**config.mk**
```make
export PLATFORM = sky130hd
export DESIGN_NAME = reg8_burst_reader
export DESIGN_NICKNAME = d
export VERILOG_FILES = /design/src/rtl/reg8_burst_reader_pkg.sv /design/src/rtl/reg8_burst_reader.sv
export SDC_FILE = /design/constraint.sdc
export NUM_CORES = 1
export LEC_CHECK = 0
export CAP_MARGIN = 20
export CORE_ASPECT_RATIO = 0.6
export CORE_MARGIN = 10
export CORE_UTILIZATION = 48
export CTS_CLUSTER_SIZE = 28
export DETAILED_ROUTE_END_ITERATION = 10
export PLACE_DENSITY = 0.87
export SLEW_MARGIN = 30
export SYNTH_ARGS = -nofsm -noshare
export SYNTH_HDL_FRONTEND = slang
export SYNTH_SLANG_ARGS = --single-unit
export TNS_END_PERCENT = 50
```
**constraint.sdc**
```tcl
create_clock -name clk -period 4.3 [get_ports clk]
set_clock_uncertainty 0.1 [all_clocks]
set_input_delay 0.43 -clock clk [delete_from_list [all_inputs] [get_ports clk]]
set_output_delay 0.43 -clock clk [all_outputs]
set_load 0.03 [all_outputs]
```
**src/rtl/reg8_burst_reader_pkg.sv**
```systemverilog
// ----------------------------------------------------------------------------
// reg8_burst_reader_pkg
//   Shared constants and FSM encoding for the register-file burst reader.
//   RF_DWIDTH : width of one register file entry / stream byte
//   RF_AWIDTH : register file address width
//   RF_DEPTH  : number of register file entries (2**RF_AWIDTH)
//   state_e   : burst reader FSM states
// ----------------------------------------------------------------------------
package reg8_burst_reader_pkg;

    localparam int RF_DWIDTH = 8;
    localparam int RF_AWIDTH = 3;
    localparam int RF_DEPTH  = 1 << RF_AWIDTH;

    typedef enum logic [1:0] {
        ST_IDLE  = 2'd0,
        ST_RUN   = 2'd1,
        ST_FLUSH = 2'd2
    } state_e;

endpackage

```
**src/rtl/reg8_burst_reader.sv**
```systemverilog
// ----------------------------------------------------------------------------
// reg8_burst_reader
//   Read-side master for an 8 x 8 1R1W register file. A start command reads a
//   run of consecutive entries (wrapping at the top of the file) and streams
//   the bytes out on a valid/ready interface with full backpressure.
//
// Ports
//   clk, rst_n        clock, asynchronous active-low reset
//   start             one-cycle burst request, only honoured in IDLE
//   start_addr        first entry to read
//   len               entries to read; 0 = no-op, >DEPTH saturates to DEPTH
//   busy              burst in progress (cycle after accept until done)
//   done              one-cycle completion pulse
//   rf_addr           registered read address to the register file
//   rf_dout           combinational read data at rf_addr
//   m_valid/m_ready   stream handshake
//   m_data/m_last     stream byte and end-of-burst marker
// ----------------------------------------------------------------------------
module reg8_burst_reader
    import reg8_burst_reader_pkg::*;
#(
    parameter int DWIDTH = RF_DWIDTH,
    parameter int AWIDTH = RF_AWIDTH
) (
    input  logic              clk,
    input  logic              rst_n,
    input  logic              start,
    input  logic [AWIDTH-1:0] start_addr,
    input  logic [AWIDTH:0]   len,
    output logic              busy,
    output logic              done,
    output logic [AWIDTH-1:0] rf_addr,
    input  logic [DWIDTH-1:0] rf_dout,
    output logic              m_valid,
    input  logic              m_ready,
    output logic [DWIDTH-1:0] m_data,
    output logic              m_last
);

    localparam logic [AWIDTH:0]   DEPTH_L  = {1'b1, {AWIDTH{1'b0}}};
    localparam logic [AWIDTH:0]   CNT_ONE  = {{AWIDTH{1'b0}}, 1'b1};
    localparam logic [AWIDTH-1:0] ADDR_ONE = {{(AWIDTH-1){1'b0}}, 1'b1};

    state_e              state_q,   state_d;
    logic                busy_q,    busy_d;
    logic                done_q,    done_d;
    logic [AWIDTH-1:0]   rf_addr_q, rf_addr_d;
    logic [AWIDTH:0]     cnt_q,     cnt_d;
    logic                m_valid_q, m_valid_d;
    logic [DWIDTH-1:0]   m_data_q,  m_data_d;
    logic                m_last_q,  m_last_d;

    logic [AWIDTH:0]     eff_len;
    logic                load;

    assign eff_len = (len > DEPTH_L) ? DEPTH_L : len;

    // A new byte may be captured whenever the output slot is empty or is
    // being drained this cycle, which gives one byte per cycle under m_ready=1.
    assign load = (cnt_q != '0) && (!m_valid_q || m_ready);

    always_comb begin
        state_d   = state_q;
        busy_d    = busy_q;
        done_d    = 1'b0;
        rf_addr_d = rf_addr_q;
        cnt_d     = cnt_q;
        m_valid_d = m_valid_q;
        m_data_d  = m_data_q;
        m_last_d  = m_last_q;

        case (state_q)
            ST_IDLE: begin
                if (start) begin
                    busy_d = 1'b1;
                    if (len == '0) begin
                        // Empty burst: no beats, just complete via FLUSH.
                        state_d = ST_FLUSH;
                    end else begin
                        rf_addr_d = start_addr;
                        cnt_d     = eff_len;
                        state_d   = ST_RUN;
                    end
                end
            end
            ST_RUN: begin
                if (load) begin
                    // rf_dout is sampled at the load edge, so later writes to
                    // this entry are not seen by the stream.
                    m_data_d  = rf_dout;
                    m_valid_d = 1'b1;
                    m_last_d  = (cnt_q == CNT_ONE);
                    rf_addr_d = rf_addr_q + ADDR_ONE;
                    cnt_d     = cnt_q - CNT_ONE;
                end else if ((cnt_q == '0) && m_valid_q && m_ready) begin
                    m_valid_d = 1'b0;
                    m_last_d  = 1'b0;
                    state_d   = ST_FLUSH;
                end
            end
            ST_FLUSH: begin
                done_d  = 1'b1;
                busy_d  = 1'b0;
                state_d = ST_IDLE;
            end
            default: state_d = ST_IDLE;
        endcase
    end

    always_ff @(posedge clk or negedge rst_n) begin
        if (!rst_n) begin
            state_q   <= ST_IDLE;
            busy_q    <= 1'b0;
            done_q    <= 1'b0;
            rf_addr_q <= '0;
            cnt_q     <= '0;
            m_valid_q <= 1'b0;
            m_data_q  <= '0;
            m_last_q  <= 1'b0;
        end else begin
            state_q   <= state_d;
            busy_q    <= busy_d;
            done_q    <= done_d;
            rf_addr_q <= rf_addr_d;
            cnt_q     <= cnt_d;
            m_valid_q <= m_valid_d;
            m_data_q  <= m_data_d;
            m_last_q  <= m_last_d;
        end
    end

    assign busy    = busy_q;
    assign done    = done_q;
    assign rf_addr = rf_addr_q;
    assign m_valid = m_valid_q;
    assign m_data  = m_data_q;
    assign m_last  = m_last_q;

endmodule
```
==> results.md, run 1 <==
Status:
- The flow ran to the end, and the final reports show no timing, DRC or antenna violations.

Routing:
- Detailed routing inserted a total of 930 vias.
- The detailed-router iteration count before antenna repair is 4.
- After detailed routing, the average wire length per cell comes to roughly 15 um.
- After detailed routing, the number of vias per cell comes to approximately 5.3.
- The detailed router finished its first iteration with 80 violations.
- The remaining antenna violation count after routing is 0.
- Summed over all layers, the routed wires come to about 2.7 mm.
- The DRC violation count after routing is 0.

Clock network:
- TritonCTS built the clock tree.
- Post-CTS timing repair inserted 0 buffers for setup.
- The clock transition at the registers of the reported paths is about 0.080 ns.
- For this design, the sink count on the clock tree is 21.
- The maximum level of the CTS H-tree is 1.
- The root buffer cell is clkbuf_8.
- The number of instances resized during post-cts repair is 0.
- The insertion delay to the later sink of the worst-skew pair is between 0.2 and 0.3 ns.
- The buffer levels on the longest clock path is 2.
- In this run, post-CTS hold repair placed 0 buffers.
- Buffers inserted during clock tree synthesis total 3.

STA:
- For the pin with the worst max-slew slack, the measured transition is roughly 0.83 ns.
- The final number of max-transition violations is 0.
- The number of failing hold endpoints at the final stage was 0.
- The minimum clock period after layout is approximately 2.2 ns.
- Setup repair after global routing left no endpoint under its margin.
- Measured against its own limit, the worst slew margin works out to 0.439.
- Setup violations remaining at the end of the flow were counted as 0.
- The post-route fraction of the period consumed by the critical path is 0.517.
- For the final routed database, the setup TNS stands at 0 ns.
- Timing would allow up to ~450 MHz.

Logic synthesis:
- The count of synthesis-stage warnings from yosys is 0.
- The most frequent cell after synthesis is nand2_1.
- In the synthesized netlist, the cells that appear most often are nand2_1, dfrtp_1, a21oi_1, nor2_1, nor2b_1.
- The number of instances in the synthesized netlist is 110.
- When the netlist entered floorplanning its net count stood at between 100 and 150.
- The cell area after synthesis is between 0.001 and 0.0015 mm2.
- Of the post-synthesis cell area, the dominant cell type holds 0.499.
- Of all flip-flops after synthesis, the portion carrying an async set or reset was 1.00.
- Of the synthesized area, sequential elements account for 0.499.
- The average cell area after synthesis is about 9.6 um2.
- The count of state elements after synthesis is 21.
- The leading area contributor after synthesis is dfrtp_1.
- Yosys attributes the largest share of cell area to dfrtp_1, nand2_1, ha_1.
- The prevailing post-synth register cell is dfrtp_1.
- The number of enable-type register cells in the synthesized netlist is 0.
- The number of distinct library cells after synthesis is 31.

Pwr:
- The register share of total power is 0.326.
- The maximum resistive drop on vdd is ~0.00038 V.
- Internal power comes to 618 uW.
- After layout, the design draws a total of ~1.1 mW.
- The analysis attributes to cell leakage a power of between 0.6 and 0.7 nW.
- Of the total power, combinational logic draws 0.560.
- The clock power share is 0.114.
- The switching share of power is 0.440.
- The net switching component of the power is approximately 480 uW.
- For this design the ratio of total power to cell area is 769 mW/mm2.

Place:
- The HPWL after detailed placement is 2.12 mm.
- The weighted congestion reported at the end of routability-driven placement is approximately 0.86.
- In this run the tool buffered the top-level ports with 33 buffer cells.

Die:
- The floorplan die width is around 80 um.
- The core box area is between 0.002 and 0.0025 mm2.
- The die covers 0.00453 mm2.
- The floorplan die height is 56.3 um.
- The number of placed I/O pins is 34.
- The starting density of the core is 0.494.
- The initialized floorplan defines 13 standard-cell rows.

Global route:
- The global-route wire length before repair is 4.51 mm.
- Entering global routing, the biggest net connects 22 pins.
- The number of antenna violations at the first check in global routing is 0.
- Summed over all layers, the global routing overflow is 0.
- The number of global-route vias before repair is a little over 900.
- The total global routing track utilization is 0.120.

Worst setup path:
- The worst-case reg-to-reg path depth is 6.
- The setup slack of the worst register-to-register path is between 2 and 2.5 ns.
- At the worst endpoint, the required time is 4.34 ns.
- The sort of element at the start of the critical path is an input pin.
- The nature of the critical path endpoint is a flop.
- Data arrives at the worst endpoint at about 2.3 ns.
- By startpoint and endpoint, the worst setup path is classified as in2reg.
- Of all nets on the critical path, the largest fanout is 7.

Finish:
- The area occupied by multi-input gates is slightly below 500 um2.
- The number of nets at the end of the flow is about 170.
- The synthesis-to-layout area growth is 36.3%.
- The filler cells instantiated in the layout total 158.
- In the final layout, the share of cells above drive strength 1 is 0.0764.
- The area occupied by registers is around 530 um2.
- The number of antenna diodes in the final layout is 0.

Min path:
- The type of the most critical hold path is in2async.

Flow run:
- Max-cap violations in this run came to 0.
-- routing by layer --
| layer | vias up | track usage | share of wire |
|---|---|---|---|
| met3 | 2 | 0.0492 | 0.071 |
| met5 | - | 0 | 0 |
| li1 | 448 | - | - |
| met1 | 454 | 0.151 | 0.44 |
| met4 | 0 | 0.0100 | 0.0026 |
| met2 | 26 | 0.193 | 0.48 |
-- worst paths after layout --
kind | startpoint | endpoint
worst max-delay path | len[3] | rf_addr[0]
worst min-delay path | rst_n | m_data[4]
worst max register to register | cnt_q[0] | rf_addr[1]
worst min register to register | m_data[3] | m_data[3]
max in group asynchronous | rst_n | m_last
min in group clk | m_data[3] | m_data[3]
-- registers in the layout, indices dropped and copies added, names as in the netlist --
register / flops
m_valid: 1
m_last: 1
done: 1
state_q: 2
m_data: 8
busy: 1
rf_addr: 3
cnt_q: 4
-- critical path, stage by stage --
cell and delay (ns):
clkdlybuf4s50_1 0.46, nor4_1 0.54, or3b_1 0.30, nand2_2 0.15, a311o_1 0.38
-- final cells by class --
class,instances,share of cell area
Multi-Input combinational cell,83,0.341
Timing Repair Buffer,33,0.227
Tap cell,30,0.0262
Inverter,3,0.00785
Clock buffer,4,0.0314
Sequential cell,21,0.366
-- cell families after synthesis --
group | share of synthesized area
adder cells (fa/ha/maj) | 0.0357
buffers and inverters | 0.0357
flip-flops | 0.499
AND/OR/NAND/NOR | 0.271
multiplexers | 0.0309
AO/OA/AOI/OAI | 0.127
-- power groups by stage --
stage | clock [mW] | sequential (mW) | combinational, mW
floorplan | 0 | 0.471 | 0.301
global placement | 0 | 0.357 | 0.597
detailed placement | 0 | 0.363 | 0.619
CTS | 0.127 | 0.359 | 0.623
global route | 0.136 | 0.373 | 0.671
finish | 0.125 | 0.360 | 0.617
-- layout by cell type (no fill, tap or decap), types with 2 or more instances in the layout --
cell type        instances
a21oi_1                  6
ha_1                     3
clkdlybuf4s50_1         32
inv_1                    3
clkbuf_8                 3
nand2_1                 30
nor2b_1                  4
nor3b_1                  2
dfrtp_1                 21
nor2_1                   6
nor4_1                   2
nor3_1                   2
o21ai_0                  3
a2bb2oi_1                3
a31o_2                   2
mux2_2                   2
o2bb2a_1                 2
nand3_1                  3
-- through the flow --
step,util,worst slack [ns],area [um2],std cells,hold WS [ns]
final,0.673,2.08,1430,174,0.0116
after global routing,0.673,1.92,1430,174,0.0544
after CTS,0.675,2.09,1440,174,0.389
after detailed placement,0.654,1.85,1390,170,0.372
after global placement,0.654,1.97,1390,170,0.357
after floorplan,-,2.40,1050,110,0.0344
Note: power is estimated with default switching activity, not from simulation.
==> run 2, diff against run 1 <==
- CORE_UTILIZATION: 48 -> 45
- PLACE_DENSITY: 0.87 -> 0.82
- clock period: 4.3 -> 2.1 ns (I/O delays scaled with it)
==> results.md, run 2 (synthesis gave the netlist of run 1 again) <==
Worst setup path:
- The setup slack of the worst register-to-register path is 0.08 ns (-2.10 ns).
- STA classifies the critical path endpoint as a flop.
- The setup path with the least slack is of type reg2reg.
- The largest fanout on the critical path is 9 (+2).
- The worst path required time is 2.20 ns (-2.14 ns).
- The sort of element at the start of the critical path is a flop.
- The arrival time at the worst endpoint is 2.12 ns (-0.15 ns).
- The worst-case reg-to-reg path depth is 7 (+1).

Global route:
- The number of global-route vias before repair is 977 (+4.9%).
- The global-route wire length before repair is 4.81 mm (+6.7%).
- The number of antenna violations at the first check in global routing came to 0 (unchanged).
- The maximum number of pins on one net before global-route repair is 22 (unchanged).
- The overall overflow remaining after global route is 0 (unchanged).
- The total global routing track utilization is 0.129 (+0.00943).

Min path:
- The path class of the tightest hold or removal check is in2async.

Clock network:
- The number of buffers added by the clock tree synthesis step is 3 (unchanged).
- The root buffer cell is clkbuf_8.
- The post-CTS repair timing setup buffer count is 0 (unchanged).
- The buffer levels on the longest clock path is 2 (unchanged).
- The clock transition at the registers of the reported paths came to 0.07 ns (about the same).
- The maximum level of the CTS H-tree is 1 (unchanged).
- The clock sink total is 21 (unchanged).
- The cts-stage hold buffer count is 0 (unchanged).
- The insertion delay to the later sink of the worst-skew pair came to 0.26 ns (about the same).
- TritonCTS built the clock tree.

Place:
- The post-DP HPWL is 2.35 mm (+11%).
- The pre-CTS setup slack is 0.0235 ns (-1.82 ns).
- The number of I/O port buffers is 33 (unchanged).
- The weighted congestion reported at the end of routability-driven placement is 0.825 (-4.6%).

Routing:
- The final routed wirelength across all metal layers was 2.91 mm (+7.9%).
- The initial DRC count is 61 (-24%).
- The ratio of routed vias to standard cells is 5.25 (-1.7%).
- The DRC violation count after routing was 0 (unchanged).
- The remaining antenna violation count after routing was 0 (unchanged).
- The detailed-router iteration count before antenna repair came to 4 (unchanged).
- The via count was 956 (+2.8%).
- The routed wirelength normalized by instance count is 16.0 um (+3.1%).

Finish:
- The number of nets at the end of the flow was 175 (+4.8%).
- The fraction of final layout cells sized beyond drive strength 1 was 0.125 (+0.0486).
- The end-of-flow core utilization was 0.687 (+0.0142).
- The flip-flop count of the largest register after layout is 8 (unchanged).
- The library cells used most frequently in the layout, excluding fill and tap cells, are clkdlybuf4s50_1, nand2_1, dfrtp_1.
- The most common library cell in the layout ignoring fill and taps is clkdlybuf4s50_1.
- Compared with the post-synthesis result, the final layout area differs by 43.4%.
- The antenna diode count is 0 (unchanged).

Die:
- The number of placed I/O pins is 34 (unchanged).
- The area enclosed by the die boundary is 0.00474 mm2 (+4.6%).
- The starting density of the core is 0.479 (-0.0146).
- The core box area is 0.00220 mm2 (+3.1%).
- The row count is 13 (unchanged).
- The floorplan die width is 82.4 um (+2.5%).
- The floorplan die height is 57.5 um (+2.1%).

STA:
- The final number of setup-violating endpoints was 0 (unchanged).
- The worst slew slack as a fraction of its limit is 0.662 (+0.222).
- The final-layout setup total negative slack is 0 ns (unchanged).
- The number of failing hold endpoints at the final stage is 0 (unchanged).
- In the finished design, the share of the clock period the worst path needs comes to 0.961.
- The actual transition at the worst max-transition pin is 0.505 ns (-0.329 ns).
- The achievable frequency is just under 500 MHz.
- The final number of max-transition violations is 0 (unchanged).
- After layout, the minimum clock period comes to ~2.0 ns.
- The post-route worst setup slack came to 0.0814 ns (-1.99 ns).
- The smallest hold slack is 0.184 ns (+0.172 ns).

Flow run:
- The total of max-cap violations was 0 (unchanged).

Pwr:
- The leakage power is 0.685 nW (+6.7%).
- The maximum resistive drop on vdd is 0.000829 V (+120%).
- The cell area power density is 1560 mW/mm2 (+100%).
- The post-route total power is 2.35 mW (+110%).

Status:
- The run finished with clean final reports.
-- run 2: cell types whose count changed in the layout (fill, tap and decap cells not counted), sizes merged --
cell           before  now
buf                 1    8
clkdlybuf4s50      32   33
-- run 2: final timing paths --
| check | to | from |
|---|---|---|
| setup / recovery | rf_addr[0] | cnt_q[0] |
| hold / removal | m_data[1] | rst_n |
| setup reg to reg | rf_addr[0] | cnt_q[0] |
| hold reg to reg | m_data[1] | m_data[1] |
| max in group asynchronous | busy | rst_n |
| min in group clk | m_data[0] | rf_dout[0] |
-- run 2: critical path: stages (launching register included) --
cell and delay (ns):
dfrtp_1 0.38, inv_1 0.09, ha_1 0.23, nor3b_2 0.17
or3_4 0.44, buf_4 0.19, nor4_1 0.21, a311o_1 0.15
-- run 2: what timing repair did --
action,in CTS,in global routing
hold endpoints to repair,0,0
gates resized for setup,0,2
setup endpoints to repair,0,10
-- run 2: final cells by class --
type	count	area, um2
multi-input cells	83	499
fillers	186	687
clock buffers	4	45.0
repair buffers	41	390
inverters	3	11.3
well taps	30	37.5
flip-flops and latches	21	526
-- run 2: routing by layer --
layer  GRT usage  vias to the layer above  share of wire
li1            -                      464              -
met1       0.161                      456           0.42
met2       0.204                       34           0.48
met3      0.0594                        2          0.093
met4      0.0169                        0         0.0024
met5           0                        -              0
-- run 2: per-stage QoR --
stage | instance area [um2] | std cells
after global placement | 1450 | 178
after floorplan | 1050 | 110
final | 1510 | 182
after detailed placement | 1450 | 178
after global routing | 1510 | 182
after CTS | 1500 | 182
-- run 2: power by group --
group	internal (mW)	leakage, nW	switching (mW)
sequential	0.586	0.252	0.163
clock	0.135	0.0228	0.125
combinational	0.598	0.411	0.741
==> run 3, diff against run 2 <==
- SKIP_LAST_GASP: unset -> 1
==> results.md, run 3 (synthesis gave the netlist of run 1 again) <==
Status:
- The flow ran to the end, and the final reports show no timing, DRC or antenna violations.

STA:
- The actual transition at the worst max-transition pin is 0.499 ns (-0.00557 ns).
- The minimum clock period after layout is 2.03 ns (+0.00784 ns).
- The worst slew slack as a fraction of its limit was 0.665 (+0.00373).
- The post-route worst setup slack is 0.0735 ns (-0.00784 ns).
- The achievable frequency was 493 MHz (-0.39%).
- The final number of max-transition violations was 0 (unchanged).
- Setup repair after global routing could not meet its margin everywhere.
- The smallest hold slack came to 0.183 ns (-0.000687 ns).
- The post-route fraction of the period consumed by the critical path is 0.965 (+0.00373).
- The number of failing hold endpoints at the final stage came to 0 (unchanged).
- The final number of setup-violating endpoints is 0 (unchanged).
- The final-layout setup total negative slack was 0 ns (unchanged).

Place:
- The count of placed standard cells including taps is 178 (unchanged).
- The pre-CTS setup slack is 0.0235 ns (unchanged).
- The weighted congestion reported at the end of routability-driven placement is 0.825 (unchanged).
- The number of I/O port buffers was 33 (unchanged).
- The post-DP HPWL came to 2.35 mm (unchanged).
- The cell area after placement came to 0.00145 mm2 (unchanged).

Finish:
- The fraction of final layout cells sized beyond drive strength 1 is 0.125 (unchanged).
- Relative to the synthesized area, the layout overhead comes to 42.9%.
- Leaving out fill and tap cells, the most frequent cells in the layout are clkdlybuf4s50_1, nand2_1, dfrtp_1.
- The number of nets at the end of the flow is 175 (unchanged).
- The final cell area excluding filler cells is 0.00150 mm2 (-0.33%).
- The antenna diode count came to 0 (unchanged).
- The non-filler instance count after layout is 182 (unchanged).
- The flip-flop count of the largest register after layout came to 8 (unchanged).
- The end-of-flow core utilization was 0.685 (-0.00228).
- The library cell used most frequently in the layout, excluding fill and tap cells, is clkdlybuf4s50_1.

Global route:
- The global-route layer with the greatest usage is met2.
- The number of antenna violations at the first check in global routing came to 0 (unchanged).
- The global-route wire length before repair is 4.81 mm (unchanged).
- The met3 capacity usage during global routing is 0.0594 (unchanged).
- The number of global-route vias before repair is 977 (unchanged).
- The total global routing track utilization is 0.129 (unchanged).
- The global routing met1 resource utilization is 0.161 (unchanged).
- The global routing met2 resource utilization is 0.204 (unchanged).
- The overall overflow remaining after global route is 0 (unchanged).
- The maximum number of pins on one net before global-route repair was 22 (unchanged).

Die:
- The core box area is 0.00220 mm2 (unchanged).
- The floorplan die width is 82.4 um (unchanged).
- The number of placed I/O pins was 34 (unchanged).
- The row count came to 13 (unchanged).
- The starting density of the core came to 0.479 (unchanged).
- The floorplan die height is 57.5 um (unchanged).
- The area enclosed by the die boundary is 0.00474 mm2 (unchanged).

Pwr:
- The register share of total power came to 0.320 (about the same).
- The maximum resistive drop on vdd came to 0.000833 V (+0.47%).
- The post-route total power is 2.34 mW (-0.41%).
- The clock power share is 0.112 (about the same).
- The fraction of power consumed by combinational cells came to 0.568 (-0.002).
- The cell area power density came to 1560 mW/mm2 (about the same).
- The internal cell power is 1.32 mW (-0.28%).
- The net switching component of the power is 1.02 mW (-0.58%).
- The leakage power is 0.683 nW (-0.25%).
- The switching share of power is 0.437 (-0.000730).

Routing:
- The detailed-router iteration count before antenna repair is 4 (unchanged).
- The initial DRC count is 74 (+21%).
- The DRC violation count after routing came to 0 (unchanged).
- The remaining antenna violation count after routing is 0 (unchanged).
- The final routed wirelength across all metal layers is 2.91 mm (about the same).
- The routed wirelength normalized by instance count is 16.0 um (about the same).
- The ratio of routed vias to standard cells is 5.26 (+0.10%).
- The via count is 957 (+0.10%).

Worst setup path:
- The arrival time at the worst endpoint is 2.08 ns (-0.04 ns).
- The worst setup path is captured at a flop.
- The largest fanout on the critical path was 7 (-2).
- The sort of element at the start of the critical path is a flop.
- The type of the worst setup path is reg2reg.
- The worst path required time came to 2.15 ns (-0.05 ns).

Min path:
- The type of the most critical hold path is in2async.

Clock network:
- The post-CTS repair timing setup buffer count is 0 (unchanged).
- The cts-stage hold buffer count is 0 (unchanged).
- The maximum level of the CTS H-tree is 1 (unchanged).
- The number of buffers added by the clock tree synthesis step is 3 (unchanged).
- In this run the clock root is driven by a clkbuf_8.
- TritonCTS built the clock tree.
- The clock transition at the registers of the reported paths came to 0.07 ns (about the same).
- The buffer levels on the longest clock path is 2 (unchanged).
- The insertion delay to the later sink of the worst-skew pair is 0.26 ns (about the same).
- The clock sink total is 21 (unchanged).

Flow run:
- The total of max-cap violations is 0 (unchanged).
run 3: cell types whose count changed in the layout (fill, tap and decap cells not counted):
cell and change:
nand2_2 +1, nand2_4 -1
run 3: power groups by stage:
stage	clock, mW	sequential, mW	combinational, mW
floorplan	0	0.965	0.615
global placement	0	0.735	1.29
detailed placement	0	0.754	1.33
CTS	0.267	0.747	1.34
global route	0.282	0.774	1.46
finish	0.261	0.748	1.33
run 3: cell type report:
class | count | area (um2)
timing repair buffer | 41 | 390
sequential | 21 | 526
inverter | 3 | 11.3
tap | 30 | 37.5
multi-input combinational | 83 | 494
clock buffer | 4 | 45.0
fill | 186 | 692
run 3: worst paths after layout:
check / slack, ns / depth (start not counted) / endpoint / start
setup / recovery: 0.07 / 6 / cnt_q[1] / cnt_q[0]
hold / removal: 0.18 / 2 / m_data[1] / rst_n
setup reg to reg: 0.07 / 6 / cnt_q[1] / cnt_q[0]
hold reg to reg: 0.38 / 2 / m_data[1] / m_data[1]
min in group clk: 0.37 / 3 / m_data[0] / rf_dout[0]
max in group asynchronous: 1.50 / 2 / busy / rst_n
run 3: timing repair:
action	in CTS	in global routing
gates resized for setup	0	1
endpoints found under the setup margin	0	10
endpoints found under the hold margin	0	0
run 3: routing by layer:
layer | up-vias | wire (um) | part of all wire
li1 | 464 | - | -
met2 | 35 | 1390 | 0.48
met4 | 0 | 12 | 0.0041
met3 | 4 | 270 | 0.093
met5 | - | 0 | 0
met1 | 454 | 1230 | 0.42
run 3: worst max-delay path, cell delays in order (launching register included):
cell     delay [ns]
dfrtp_1        0.37
inv_1          0.09
ha_1           0.23
nor3b_2        0.17
or3_4          0.43
nand2_2        0.17
mux2_2         0.35
